`config.mk`:
```
export PLATFORM = sky130hd
export DESIGN_NAME = panel_layer_sequencer
export DESIGN_NICKNAME = d
export VERILOG_FILES = /design/src/rtl/panel_layer_sequencer_pkg.sv /design/src/rtl/panel_alpha_blend.sv /design/src/rtl/panel_layer_sequencer.sv
export SDC_FILE = /design/constraint.sdc
export NUM_CORES = 1
export LEC_CHECK = 0
export BUFFER_PORTS_ARGS = -buffer_cell sky130_fd_sc_hd__buf_2
export CAP_MARGIN = 15
export CORE_MARGIN = 4
export CORE_UTILIZATION = 35
export CTS_CLUSTER_SIZE = 28
export DETAILED_ROUTE_END_ITERATION = 16
export SYNTH_ARGS = -nofsm -noshare
export SYNTH_HDL_FRONTEND = slang
export SYNTH_SLANG_ARGS = --single-unit
```
`constraint.sdc`:
```
create_clock -name clk -period 5.8 [get_ports clk]
set_input_delay 1.74 -clock clk [delete_from_list [all_inputs] [get_ports clk]]
set_output_delay 1.74 -clock clk [all_outputs]
set_load 0.03 [all_outputs]
```
`src/rtl/panel_layer_sequencer_pkg.sv`:
```
// Shared FSM encoding, pixel field layout and the per-channel blend helper
// for the panel layer sequencer.
package panel_layer_sequencer_pkg;

   localparam int unsigned COORD_W = 10;
   localparam int unsigned CH_W    = 8;
   localparam int unsigned NUM_CH  = 3;
   localparam int unsigned RGB_W   = CH_W * NUM_CH;
   localparam int unsigned RGBA_W  = CH_W * (NUM_CH + 1);
   // {r,g,b,a}: alpha in the low byte, colour channels shifted up by one byte
   localparam int unsigned A_OFF   = 0;
   localparam int unsigned C_OFF   = CH_W;

   typedef enum logic [2:0] {
      S_IDLE = 3'd0,
      S_TICK = 3'd1,
      S_REQ  = 3'd2,
      S_WAIT = 3'd3,
      S_OUT  = 3'd4
   } seq_state_t;

   function automatic logic [CH_W-1:0] blend_ch(
      input logic [CH_W-1:0] i_src,
      input logic [CH_W-1:0] i_dst,
      input logic [CH_W-1:0] i_a
   );
      logic [16:0] w_sum;
      w_sum = ({9'd0, i_src} * {9'd0, i_a}) + ({9'd0, i_dst} * {9'd0, ~i_a});
      return CH_W'(w_sum >> 8);
   endfunction

endpackage

```
`src/rtl/panel_alpha_blend.sv`:
```
// Combinational source-over blend of one RGBA layer onto an RGB accumulator.
module panel_alpha_blend
   import panel_layer_sequencer_pkg::*;
(
   input  logic [RGBA_W-1:0] i_src_rgba,
   input  logic [RGB_W-1:0]  i_dst_rgb,
   output logic [RGB_W-1:0]  o_rgb
);

   logic [CH_W-1:0] w_a;

   assign w_a = i_src_rgba[A_OFF +: CH_W];

   always_comb begin
      o_rgb = '0;
      for (int unsigned c = 0; c < NUM_CH; c++) begin
         o_rgb[CH_W*c +: CH_W] = blend_ch(i_src_rgba[C_OFF + CH_W*c +: CH_W],
                                          i_dst_rgb[CH_W*c +: CH_W], w_a);
      end
   end

endmodule

```
`src/rtl/panel_layer_sequencer.sv`:
```
// Raster scheduler and compositor for a stack of panel layer generators.
// Optional per-layer response timeout: define PANEL_SEQ_TIMEOUT_EN.
module panel_layer_sequencer
   import panel_layer_sequencer_pkg::*;
#(
   parameter int unsigned NUM_LAYERS     = 4,
   parameter int unsigned H_PIXELS       = 64,
   parameter int unsigned V_PIXELS       = 32,
   parameter logic [23:0] BG_RGB         = 24'h0,
   parameter int unsigned TIMEOUT_CYCLES = 255
)
(
   input  logic                         clk,
   input  logic                         rst_n,
   input  logic                         run,
   output logic [NUM_LAYERS-1:0]        lay_valid,
   output logic                         lay_tick,
   output logic [COORD_W-1:0]           lay_x,
   output logic [COORD_W-1:0]           lay_y,
   input  logic [NUM_LAYERS-1:0]        lay_ready,
   input  logic [NUM_LAYERS-1:0]        lay_vout,
   output logic [NUM_LAYERS-1:0]        lay_ack,
   input  logic [RGBA_W*NUM_LAYERS-1:0] lay_rgba,
   output logic                         pix_valid,
   input  logic                         pix_ready,
   output logic [COORD_W-1:0]           pix_x,
   output logic [COORD_W-1:0]           pix_y,
   output logic [RGB_W-1:0]             pix_rgb,
   output logic                         frame_done,
   output logic                         err
);

   localparam int unsigned IDX_W = (NUM_LAYERS > 1) ? $clog2(NUM_LAYERS) : 1;

   seq_state_t          r_state, w_state_nxt;
   logic [COORD_W-1:0]  r_x, r_y;
   logic [IDX_W-1:0]    r_idx;
   logic [RGB_W-1:0]    r_acc;
   logic                r_frame_done;

   logic [NUM_LAYERS-1:0] w_lay_valid, w_lay_ack;
   logic                  w_lay_tick, w_pix_valid;
   logic                  w_blend_en, w_skip, w_accept, w_timeout;
   logic                  w_last_layer, w_last_x, w_last_y, w_last_pix;
   logic [RGB_W-1:0]      w_blend_rgb;

   assign w_last_layer = (r_idx == IDX_W'(NUM_LAYERS - 1));
   assign w_last_x     = (r_x == COORD_W'(H_PIXELS - 1));
   assign w_last_y     = (r_y == COORD_W'(V_PIXELS - 1));
   assign w_last_pix   = w_last_x && w_last_y;

   panel_alpha_blend u_blend (
      .i_src_rgba (lay_rgba[RGBA_W*r_idx +: RGBA_W]),
      .i_dst_rgb  (r_acc),
      .o_rgb      (w_blend_rgb)
   );

   always_comb begin
      w_state_nxt = r_state;
      w_lay_valid = '0;
      w_lay_tick  = 1'b0;
      w_lay_ack   = '0;
      w_pix_valid = 1'b0;
      w_blend_en  = 1'b0;
      w_skip      = 1'b0;
      w_accept    = 1'b0;
      case (r_state)
         S_IDLE: if (run) w_state_nxt = S_TICK;
         S_TICK: begin
            w_lay_valid = '1;
            w_lay_tick  = 1'b1;
            w_state_nxt = S_REQ;
         end
         S_REQ: begin
            w_lay_valid[r_idx] = 1'b1;
            if (lay_ready[r_idx]) w_state_nxt = S_WAIT;
            else if (w_timeout)   w_skip      = 1'b1;
         end
         S_WAIT: begin
            w_lay_ack[r_idx] = lay_vout[r_idx];
            if (lay_vout[r_idx]) w_blend_en = 1'b1;
            else if (w_timeout)  w_skip     = 1'b1;
         end
         S_OUT: begin
            w_pix_valid = 1'b1;
            if (pix_ready) begin
               w_accept    = 1'b1;
               w_state_nxt = w_last_pix ? (run ? S_TICK : S_IDLE) : S_REQ;
            end
         end
         default: w_state_nxt = S_IDLE;
      endcase
      if (w_blend_en || w_skip) w_state_nxt = w_last_layer ? S_OUT : S_REQ;
   end

   always_ff @(posedge clk or negedge rst_n) begin
      if (!rst_n) begin
         r_state      <= S_IDLE;
         r_x          <= '0;
         r_y          <= '0;
         r_idx        <= '0;
         r_acc        <= BG_RGB;
         r_frame_done <= 1'b0;
      end else begin
         r_state      <= w_state_nxt;
         r_frame_done <= w_accept && w_last_pix;
         if (r_state == S_TICK) begin
            r_idx <= '0;
            r_acc <= BG_RGB;
         end
         if (w_blend_en) r_acc <= w_blend_rgb;
         if ((w_blend_en || w_skip) && !w_last_layer) r_idx <= r_idx + 1'b1;
         if (w_accept) begin
            r_idx <= '0;
            r_acc <= BG_RGB;
            if (w_last_x) begin
               r_x <= '0;
               r_y <= w_last_y ? '0 : r_y + 1'b1;
            end else begin
               r_x <= r_x + 1'b1;
            end
         end
      end
   end

`ifdef PANEL_SEQ_TIMEOUT_EN
   localparam int unsigned CNT_W = $clog2(TIMEOUT_CYCLES + 1);

   logic [CNT_W-1:0] r_cnt;
   logic             r_err;

   assign w_timeout = (r_cnt == CNT_W'(TIMEOUT_CYCLES - 1));

   // Counts REQ and WAIT cycles together for the layer currently being served
   always_ff @(posedge clk or negedge rst_n) begin
      if (!rst_n) begin
         r_cnt <= '0;
         r_err <= 1'b0;
      end else begin
         if ((r_state == S_REQ || r_state == S_WAIT) && !(w_blend_en || w_skip))
            r_cnt <= r_cnt + 1'b1;
         else
            r_cnt <= '0;
         if (w_skip) r_err <= 1'b1;
      end
   end

   assign err = r_err;
`else
   logic w_unused_cfg;

   assign w_unused_cfg = ^TIMEOUT_CYCLES;
   assign w_timeout    = 1'b0;
   assign err          = 1'b0;
`endif

   assign lay_valid  = w_lay_valid;
   assign lay_tick   = w_lay_tick;
   assign lay_ack    = w_lay_ack;
   assign lay_x      = r_x;
   assign lay_y      = r_y;
   assign pix_valid  = w_pix_valid;
   assign pix_x      = r_x;
   assign pix_y      = r_y;
   assign pix_rgb    = (r_state == S_OUT) ? r_acc : '0;
   assign frame_done = r_frame_done;

endmodule

```
After elaboration in Yosys (flattened, before gate mapping)

Index checks and enable logic that the tools add are counted.

$lt $le $gt $ge: 2
Multiplexer cells: 31
Shift-type cells: 1
Reduce and logical (&&, ||, !) cells: 10
Equal/unequal tests: 11
Bitwise operators: 2
$mul: 6
Add/subtract/negate cells: 6

Operators by type and width:

| operator                                                                | count |
|---|---|
| 128-bit by 8-bit variable part select with 32-bit output                | 1 |
| 8-bit by 8-bit multiplier with 16-bit output                            | 6 |
| 24-bit 2-to-1 mux                                                       | 4 |
| 16-bit adder                                                            | 3 |
| 10-bit by 1-bit adder with 10-bit output (second input constant)        | 2 |
| 10-bit 2-to-1 mux                                                       | 2 |
| 3-bit 2-to-1 mux                                                        | 5 |
| 3-bit one-hot mux with 5 select lines                                   | 1 |
| 10-bit by 5-bit equality test with 1-bit output (second input constant) | 1 |
| 10-bit by 6-bit equality test with 1-bit output (second input constant) | 1 |
| 1-bit 2-to-1 mux                                                        | 10 |
| 3-bit != test (second input constant)                                   | 3 |
| 2-bit 2-to-1 mux                                                        | 4 |
| 8-bit NOT                                                               | 1 |
| 4-bit one-hot mux with 2 select lines                                   | 1 |
| 3-bit by 2-bit equality test with 1-bit output (second input constant)  | 2 |
| 3-bit nonzero test                                                      | 2 |
| 4-bit bitwise AND                                                       | 1 |
| 1-bit binary-select mux with 2-bit select                               | 2 |
| 1-bit logical AND                                                       | 4 |
| 4-bit 2-to-1 mux                                                        | 1 |
| 4-bit AND reduction                                                     | 1 |
| 3-bit by 1-bit equality test with 1-bit output (second input constant)  | 1 |
| 3-bit equality test (second input constant)                             | 1 |
| other kinds (9)                                                         | 9 |

Word-level logic and storage cells: 75
Output and inout port bits: 76
Input bits: 140
Register bits: 50

Logic depth before layout (Yosys ltp)

Gate-level depths: netlist of run 1.

Depth in word-level cells: 7
Mapped depth: 27
Mapped depth without buffers: 23

Hierarchy

From an unflattened synthesis of run 1, not the netlist that was laid out.

Cell total of the unflattened synthesis: 1721
Area total of the unflattened synthesis: 16141.7 um^2

By module, submodules not included:

| module                | cells each | instances | seq. area each (um^2) | area an instance (um^2) |
|---|---|---|---|---|
| panel_alpha_blend     | 1417       | 1         | 0.0                   | 12695.9 |
| panel_layer_sequencer | 304        | 1         | 1251.2                | 3445.8 |

Least setup slack after synthesis of run 1

OpenSTA, ideal clock, no wires.

Path type: in2reg
Start: input port lay_rgba[38]
End: register r_acc[7]
Data required time: 5667 ps
Setup slack: -1414 ps
Cell stages on the path: 21
Arrival time: 7081 ps
Buffers on the path: 1
Library setup time: 133 ps
Cell sequence: mux2_2 -> o21ai_0 -> clkbuf_1 -> nor2_1 -> fa_1 -> inv_1 -> fa_1 -> fa_1 -> inv_1 -> fa_1 -> fa_1 -> inv_1 -> fa_1 -> inv_1 -> ha_1 -> a21o_1 -> a2111oi_0 -> o21ai_0 -> a31oi_1 -> xnor2_1 -> o21ai_0

Longest elaborated chain between the ends: 6
Elaborated cells on any way between the ends: 7
Those cells by class: 1 x add/sub; 2 x mul; 1 x shift; 2 x mux; 1 x bitwise

RTL lines:

| what                                                         | line                            | text |
|---|---|---|
| start: declaration                                           | panel_layer_sequencer.sv:23     | `input logic [RGBA_W*NUM_LAYERS-1:0] lay_rgba,` |
| 128-bit by 8-bit variable part select with 32-bit output (*) | panel_layer_sequencer.sv:53     | `.i_src_rgba (lay_rgba[RGBA_W*r_idx +: RGBA_W]),` |
| 8-bit NOT                                                    | panel_layer_sequencer_pkg.sv:28 | `w_sum = ({9'd0, i_src} * {9'd0, i_a}) + ({9'd0, i_dst} * {9'd0, ~i_a});` |
| 8-bit by 8-bit multiplier with 16-bit output                 | panel_layer_sequencer_pkg.sv:28 |  |
| 16-bit adder (*)                                             | panel_layer_sequencer_pkg.sv:28 |  |
| 24-bit 2-to-1 mux (*)                                        | panel_layer_sequencer.sv:111    | `if (w_blend_en) r_acc <= w_blend_rgb;` |
| 24-bit 2-to-1 mux (*)                                        | panel_layer_sequencer.sv:113    | `if (w_accept) begin` |
| end signal: assignment                                       | panel_layer_sequencer.sv:111    |  |
| end: declaration                                             | panel_layer_sequencer.sv:38     | `logic [RGB_W-1:0] r_acc;` |

Every way passes the cells marked *; elsewhere a longest branch is shown, timed or not.
A chain may end at the register's enable or synchronous reset.

Final worst setup path of run 1

Start: input port lay_rgba[6]
End: register r_acc[11]

The elaborated chain is that of the path after synthesis.

==> results.cfg, run 1 <==
[critical_path]
reg2regPathDepth = 23
critPathKind = input port to register
cp_data_required_time_ns = 6.00
critPathLaunchType = input port
end_kind = register
arrival_ns = 7.17
crit_path_max_fanout = 5

[clock_network]
cts_max_path_buffers = 2
clk_latency_ns = 0.32
hold_buffers = 0
numCtsBuffers = 5
cts_sinks = 50
cts_tree = built
clk_pin_slew_ns = 0.09
htree_levels = 2
cts-root-buf = clkbuf_16

[logic_synthesis]
synth.area.top_cells = fa_1, ha_1, inv_1
yosysMostFrequentCell = inv_1
synth_seq_cells = 50
synthFlopType = dfrtp_1
syn-num-nets = 2388
synth_edf_count = 0
syn_area_sq_um = 15900
ys_warn_count = 0
syn-instance-count = 1777
synth_seq_area_share = 0.0785
synthDistinctLibCells = 56
async_reset_ff_frac = 1.00
avgSynthCellArea_sq_um = 8.97
synth_top_cells_by_count = inv_1, fa_1, and2_1
synth.top_cell.area_share = 0.358
yosys.area.top_type = fa_1

[routing]
ant_nets = 0
vias = 12972
drt_iter0_drc = 652
wl_um = 47100
drt-vias-per-instance = 4.75
drt_first_pass_iters = 5
drc = 0
wl_per_cell_um = 17.3

[run]
drv_cap = 0

[die]
dieArea_sq_um = 49000
initial_core_util = 0.357
core_sq_um = 44600
die_height_um = 221
die_w_um = 221
io_pins = 216
rows = 77

[timing]
fin_worst_skew_ns = 0.0108
finalCritPeriodShare = 1.20
clock.fmax_ghz = 0.143
slew_violations = 0
fin_crit_ns = 6.97
setup_viol = 24
max_slew_margin = 0.263
setup_ws_ns = -1.17
rsz0062_at_grt = true
worst_pin_slew_ns = 1.11
hold_ws_ns = 0.522
hold_viol = 0

[cells_and_area]
nNetsFinal = 2750
fill_cells = 4223
fin_area_sq_um = 20500
fin_util = 0.459
area_growth_pct = 28.4
drive_gt1_frac = 0.296
diodes = 0

[grt]
grt_util_all_layers = 0.189
first_global_vias = 14088
grt_max_degree = 51
grt_overflow = 0
grt_pass1_wl_um = 74600
grt_antenna_before_repair = 1

[hold_path]
min_path_type = register to register
min_path_cells = 1

[outcome]
violations = setup timing
status = complete, but fails checks

[placement]
globalplace.congestion = 0.875
placed_cell_area_sq_um = 19300
port_buffers = 214
dp_hpwl_um = 38000
cell usage in the layout, fill, tap and decap left out, drive strengths merged, types with 21 or more instances in the layout:
cell	netlist	routed
and2	192	192
and3	28	28
buf	42	438
dfrtp	50	50
fa	285	285
ha	186	186
inv	407	408
mux2i	21	21
nand2	175	175
nand3	25	25
nor2	88	88
o21ai	52	52
xnor2	25	25
final timing paths:
kind | from | endpoint | slack, ns
max in group asynchronous | rst_n | r_idx[0] | 3.66
min in group asynchronous | rst_n | r_acc[22] | 1.57
setup / recovery | lay_rgba[6] | r_acc[11] | -1.17
hold reg to reg | lay_x[9] | lay_x[9] | 0.52
setup reg to reg | r_idx[0] | r_acc[11] | -0.54
hold / removal | lay_x[9] | lay_x[9] | 0.52
worst max-delay path, stage by stage:
cell      delay (ns)
buf_6           0.09
mux2_4          0.27
buf_6           0.12
o21ai_4         0.13
buf_12          0.15
buf_12          0.14
buf_4           0.11
nor2_1          0.04
fa_1            0.47
inv_1           0.05
fa_1            0.48
inv_1           0.05
fa_1            0.52
fa_1            0.44
fa_1            0.49
inv_1           0.05
fa_1            0.48
inv_2           0.04
ha_4            0.21
o21a_1          0.12
o211ai_1        0.35
buf_4           0.18
o21ai_2         0.06
buf_4           0.14
xnor2_2         0.14
o21ai_1         0.07
metrics by stage:
step / std cells / setup WS [ns] / TNS (ns)
3_3_place_gp: 2687 / -1.45 / -30.60
2_1_floorplan: 1777 / -1.03 / -19.79
4_1_cts: 2707 / -1.11 / -22.59
6_report: 2732 / -1.17 / -23.61
5_1_grt: 2732 / -1.38 / -28.10
3_5_place_dp: 2687 / -1.55 / -32.28
registers in the layout, indices dropped and copies added, names as in the netlist:
name and flops:
r_acc 24, lay_x 10, lay_y 10, r_state 3, r_idx 2, frame_done 1
cell families after synthesis:
logic type                 Yosys count  share of synthesized area
adders and majority gates          471                      0.504
AOI/OAI and AO/OA                  114                     0.0443
xor gates and xnor gates            46                     0.0261
DFF                                 50                     0.0785
other                                1                   0.000235
muxes                               57                     0.0499
and+or+nand+nor                    544                      0.172
buffers and inverters              494                      0.124
what timing repair did:
item / 4_1_cts / 5_1_grt
resized for setup: 58 / 91
endpoints found under the setup margin: 24 / 24
pin swaps: 14 / 49
cloned: 3 / 3
setup buffers: 9 / 23
cell type report:
cell class	count	area (sq um)	area share
sequential	50	1260	0.0614
clock buffer	5	125	0.00612
multi-input combinational	1233	13500	0.659
timing repair buffer	441	3290	0.161
tap	592	741	0.0362
inverter	408	1530	0.0749
clock inverter	3	28.8	0.00141
per-layer routing:
layer / track usage / vias to the layer above / routed length, um
li1: - / 6074 / -
met3: 0.0379 / 55 / 3410
met2: 0.325 / 370 / 23100
met1: 0.248 / 6473 / 19600
met5: 0 / - / 0
met4: 0.0439 / 0 / 1060
Power of run 1 is not shown: default switching activity piles up to over one toggle a cycle in this logic, so the estimate is an artifact.
==> run 2: changes to the inputs <==
==> constraint.sdc (replaced) <==
create_clock -name clk -period 8.5 [get_ports clk]
set_input_delay 2.55 -clock clk [delete_from_list [all_inputs] [get_ports clk]]
set_output_delay 2.55 -clock clk [all_outputs]
set_load 0.03 [all_outputs]
==> results.cfg, run 2 (synthesis results as in run 1) <==
[critical_path]
arrival_ns = 8.14
crit_path_max_fanout = 22
critPathLaunchType = input port
reg2regPathDepth = 21
r2r-start = r_idx[0]
critPathKind = input port to register
end_kind = register
r2r_setup_slack_ns = 1.53
cp_data_required_time_ns = 8.68
endpoint = r_acc[15]
r2r-end = r_acc[7]
startpoint = lay_rgba[35]

[routing]
wl_um = 43300
drt_iter0_drc = 576
drc = 0
drt_first_pass_iters = 5
drt-vias-per-instance = 4.80
ant_nets = 0
vias = 12235
wl_per_cell_um = 17.0

[clock_network]
cts_tree = built
clk_latency_ns = 0.33
htree_levels = 2
clk_pin_slew_ns = 0.08
numCtsBuffers = 5
cts_sinks = 50
cts_setup_buffers = 0
cts_max_path_buffers = 2
cts-root-buf = clkbuf_16

[grt]
grt_antenna_before_repair = 0
grt_util_all_layers = 0.180
grt_overflow = 0
grt_max_degree = 51
first_global_vias = 13294
grt_pass1_wl_um = 71400

[cells_and_area]
regMostFlops = r_acc
layout_commonest_cell = inv_1
diodes = 0
drive_gt1_frac = 0.166
largest_reg_flops = 24
area_growth_pct = 12.2
nNetsFinal = 2565
layout_common_cells = inv_1, fa_1, buf_2

[timing]
fin_crit_ns = 7.96
worst_pin_slew_ns = 0.847
fin_worst_skew_ns = 0.0109
finalCritPeriodShare = 0.937
hold_viol = 0
clock.fmax_ghz = 0.126
setup_viol = 0
fin_setup_tns_ns = 0
rsz0062_at_grt = false
slew_violations = 0
max_slew_margin = 0.435

[placement]
port_buffers = 214
globalplace.congestion = 0.878
dp_hpwl_um = 35100

[outcome]
status = finished clean

[hold_path]
min_path_type = register to register

[run]
drv_cap = 0

[die]
dieArea_sq_um = 49000
rows = 77
die_w_um = 221
initial_core_util = 0.357
io_pins = 216
core_sq_um = 44600
die_height_um = 221
==> run 2: cell types whose count changed in the layout (fill, tap and decap cells not counted), moves of 12 or more <==
cell	before	now
fa_2	12	0
inv_2	22	0
inv_1	385	407
buf_12	27	6
fa_1	273	285
o21ai_0	5	38
ha_1	165	186
buf_4	181	36
o21ai_1	26	7
ha_4	19	0
buf_6	16	0
==> run 2: worst min-delay path by stage <==
| stage | startpoint | to | slack (ns) | cells past startpoint |
|---|---|---|---|---|
| 6_report | lay_x[9] | lay_x[9] | 0.54 | 1 |
| 5_1_grt | lay_y[9] | lay_y[9] | 0.58 | 1 |
| 4_1_cts | lay_x[9] | lay_x[9] | 0.54 | 1 |
| 3_5_place_dp | lay_x[9] | lay_x[9] | 0.52 | 1 |
| 3_3_place_gp | lay_x[9] | lay_x[9] | 0.50 | 1 |
| 2_1_floorplan | r_acc[12] | r_acc[12] | 0.54 | 2 |
==> run 2: stage by stage <==
stage	setup WS, ns	utilization	hold slack [ns]	std cells	instance area [sq um]
5_1_grt	0.111	0.401	0.580	2547	17900
3_3_place_gp	0.224	0.397	0.502	2539	17700
3_5_place_dp	0.0781	0.397	0.519	2539	17700
6_report	0.539	0.401	0.539	2547	17900
4_1_cts	0.416	0.401	0.537	2547	17900
2_1_floorplan	0.476	-	0.544	1777	15900
==> run 2: per-layer routing <==
layer,up-vias,part of all wire,track usage
met1,6154,0.44,0.245
met2,334,0.48,0.309
met5,-,0,0
met3,35,0.058,0.0235
met4,0,0.019,0.0370
li1,5712,-,-
==> run 2: cell type report <==
cell class | instances | area (sq um)
clock buffer | 5 | 125
sequential | 50 | 1260
timing repair buffer | 256 | 1460
inverter | 408 | 1530
clock inverter | 3 | 28.8
tap | 592 | 741
multi-input combinational | 1233 | 12700
fill | 4445 | 26700
==> run 2: worst max-delay path, cell delays in order <==
cell and delay (ns):
buf_2 0.09, mux2_2 0.33, o21ai_2 0.16, buf_4 0.32
or2_2 0.18, fa_1 0.43, fa_1 0.51, fa_1 0.52
inv_1 0.06, fa_1 0.55, fa_1 0.43, fa_1 0.44
ha_1 0.28, o21a_1 0.15, a2111oi_4 0.43, nor2_1 0.13
a211oi_1 0.34, xnor2_1 0.15, o21ai_0 0.08
==> run 2: timing repair <==
item	4_1_cts	5_1_grt
setup endpoints to repair	0	1
hold buffers	0	0
gates resized for setup	0	2
Power of run 2 is left out for the same reason.
==> run 3: changes to the inputs <==
--- a/config.mk
+++ b/config.mk
@@ -11,6 +11,7 @@
 export CORE_UTILIZATION = 35
 export CTS_CLUSTER_SIZE = 28
 export DETAILED_ROUTE_END_ITERATION = 16
+export RECOVER_POWER = 100
 export SYNTH_ARGS = -nofsm -noshare
 export SYNTH_HDL_FRONTEND = slang
 export SYNTH_SLANG_ARGS = --single-unit
==> results.cfg, run 3 (synthesis results as in run 1) <==
[outcome]
status = complete, but fails checks
violations = capacitance limit, slew limit

[timing]
max_slew_margin = -1.09
fin_worst_skew_ns = 0.0108
finalCritPeriodShare = 0.938
setup_viol = 0
fin_setup_tns_ns = 0
rsz0062_at_grt = false
slew_violations = 51
hold_viol = 0
clock.fmax_ghz = 0.125
fin_crit_ns = 7.98
worst_pin_slew_ns = 3.14

[die]
io_pins = 216
core_sq_um = 44600
dieArea_sq_um = 49000
initial_core_util = 0.357
die_w_um = 221
die_height_um = 221
rows = 77

[critical_path]
critPathLaunchType = input port
crit_path_max_fanout = 9
end_kind = register
startpoint = lay_rgba[36]
reg2regPathDepth = 20
cp_data_required_time_ns = 8.68
r2r_setup_slack_ns = 1.12
arrival_ns = 8.16
critPathKind = input port to register
r2r-end = r_acc[23]
r2r-start = r_idx[0]

[routing]
vias = 12258
drt_iter0_drc = 575
drc = 0
drt-vias-per-instance = 4.81
drt_first_pass_iters = 5
ant_nets = 0
wl_um = 43300
wl_per_cell_um = 17.0

[clock_network]
cts_max_path_buffers = 2
htree_levels = 2
cts-root-buf = clkbuf_16
cts_tree = built
clk_latency_ns = 0.33
clk_pin_slew_ns = 0.08
numCtsBuffers = 5
hold_buffers = 0
cts_sinks = 50

[cells_and_area]
layout_common_cells = inv_1, fa_1, and2_1
fin_area_sq_um = 17700
regMostFlops = r_acc
largest_reg_flops = 24
drive_gt1_frac = 0.125
area_growth_pct = 11.4
layout_commonest_cell = inv_1
nNetsFinal = 2565
diodes = 0

[grt]
grt_util_all_layers = 0.180
gr-usage-met2 = 0.309
grt_pass1_wl_um = 71400
first_global_vias = 13294
grt_max_degree = 51
met1_usage = 0.245
busiest_layer = met2
grt_antenna_before_repair = 0
grt_util_met3 = 0.0235
grt_overflow = 0

[placement]
port_buffers = 214
placed_cell_area_sq_um = 17700
globalplace.congestion = 0.878
dp_hpwl_um = 35100

[hold_path]
min_to = lay_y[9]
min_path_cells = 1
hold_path.startpoint = lay_y[9]
min_path_type = register to register

[run]
drv_cap = 1
==> run 3: how the worst max path moves through the flow <==
stage / slack (ns) / to
global route: 0.06 / r_acc[7]
detailed placement: 0.08 / r_acc[7]
CTS: 0.42 / r_acc[23]
floorplan: 0.48 / r_acc[7]
global placement: 0.22 / r_acc[23]
finish: 0.52 / r_acc[15]
==> run 3: layer usage <==
| layer | part of all wire | routed length (um) |
|---|---|---|
| met5 | 0 | 0 |
| met4 | 0.021 | 888 |
| met3 | 0.056 | 2430 |
| met2 | 0.48 | 20800 |
| met1 | 0.44 | 19100 |
==> run 3: area by class of cell <==
class	instances	area (sq um)
multi-input cells	1233	12700
flip-flops and latches	50	1260
fillers	4498	26900
clock buffers	5	125
repair buffers	256	1360
well taps	592	741
inverters	408	1530
clock inverters	3	28.8
==> run 3: critical path, stage by stage <==
cell,delay (ns)
buf_2,0.09
mux2_1,0.32
o21a_1,0.30
buf_4,0.22
and2_1,0.16
fa_1,0.53
inv_1,0.05
fa_1,0.48
inv_1,0.05
fa_1,0.49
fa_1,0.51
fa_1,0.49
inv_1,0.05
fa_1,0.48
inv_1,0.04
ha_1,0.34
a21oi_1,0.19
o21a_1,0.18
a21oi_1,0.07
a211oi_1,0.34
xnor2_1,0.15
o21ai_0,0.08
==> run 3: through the flow <==
stage               setup slack [ns]  hold slack [ns]  utilization  cells
global route                  0.0576            0.576        0.398   2547
detailed placement            0.0781            0.519        0.397   2539
CTS                            0.416            0.537        0.401   2547
global placement               0.224            0.502        0.397   2539
finish                         0.523            0.544        0.398   2547
floorplan                      0.476            0.544            -   1777
==> run 3: timing repair <==
item,CTS,global route
setup endpoints to repair,0,1
setup buffers,0,0
gates resized for setup,0,2
Power of run 3 is left out for the same reason.
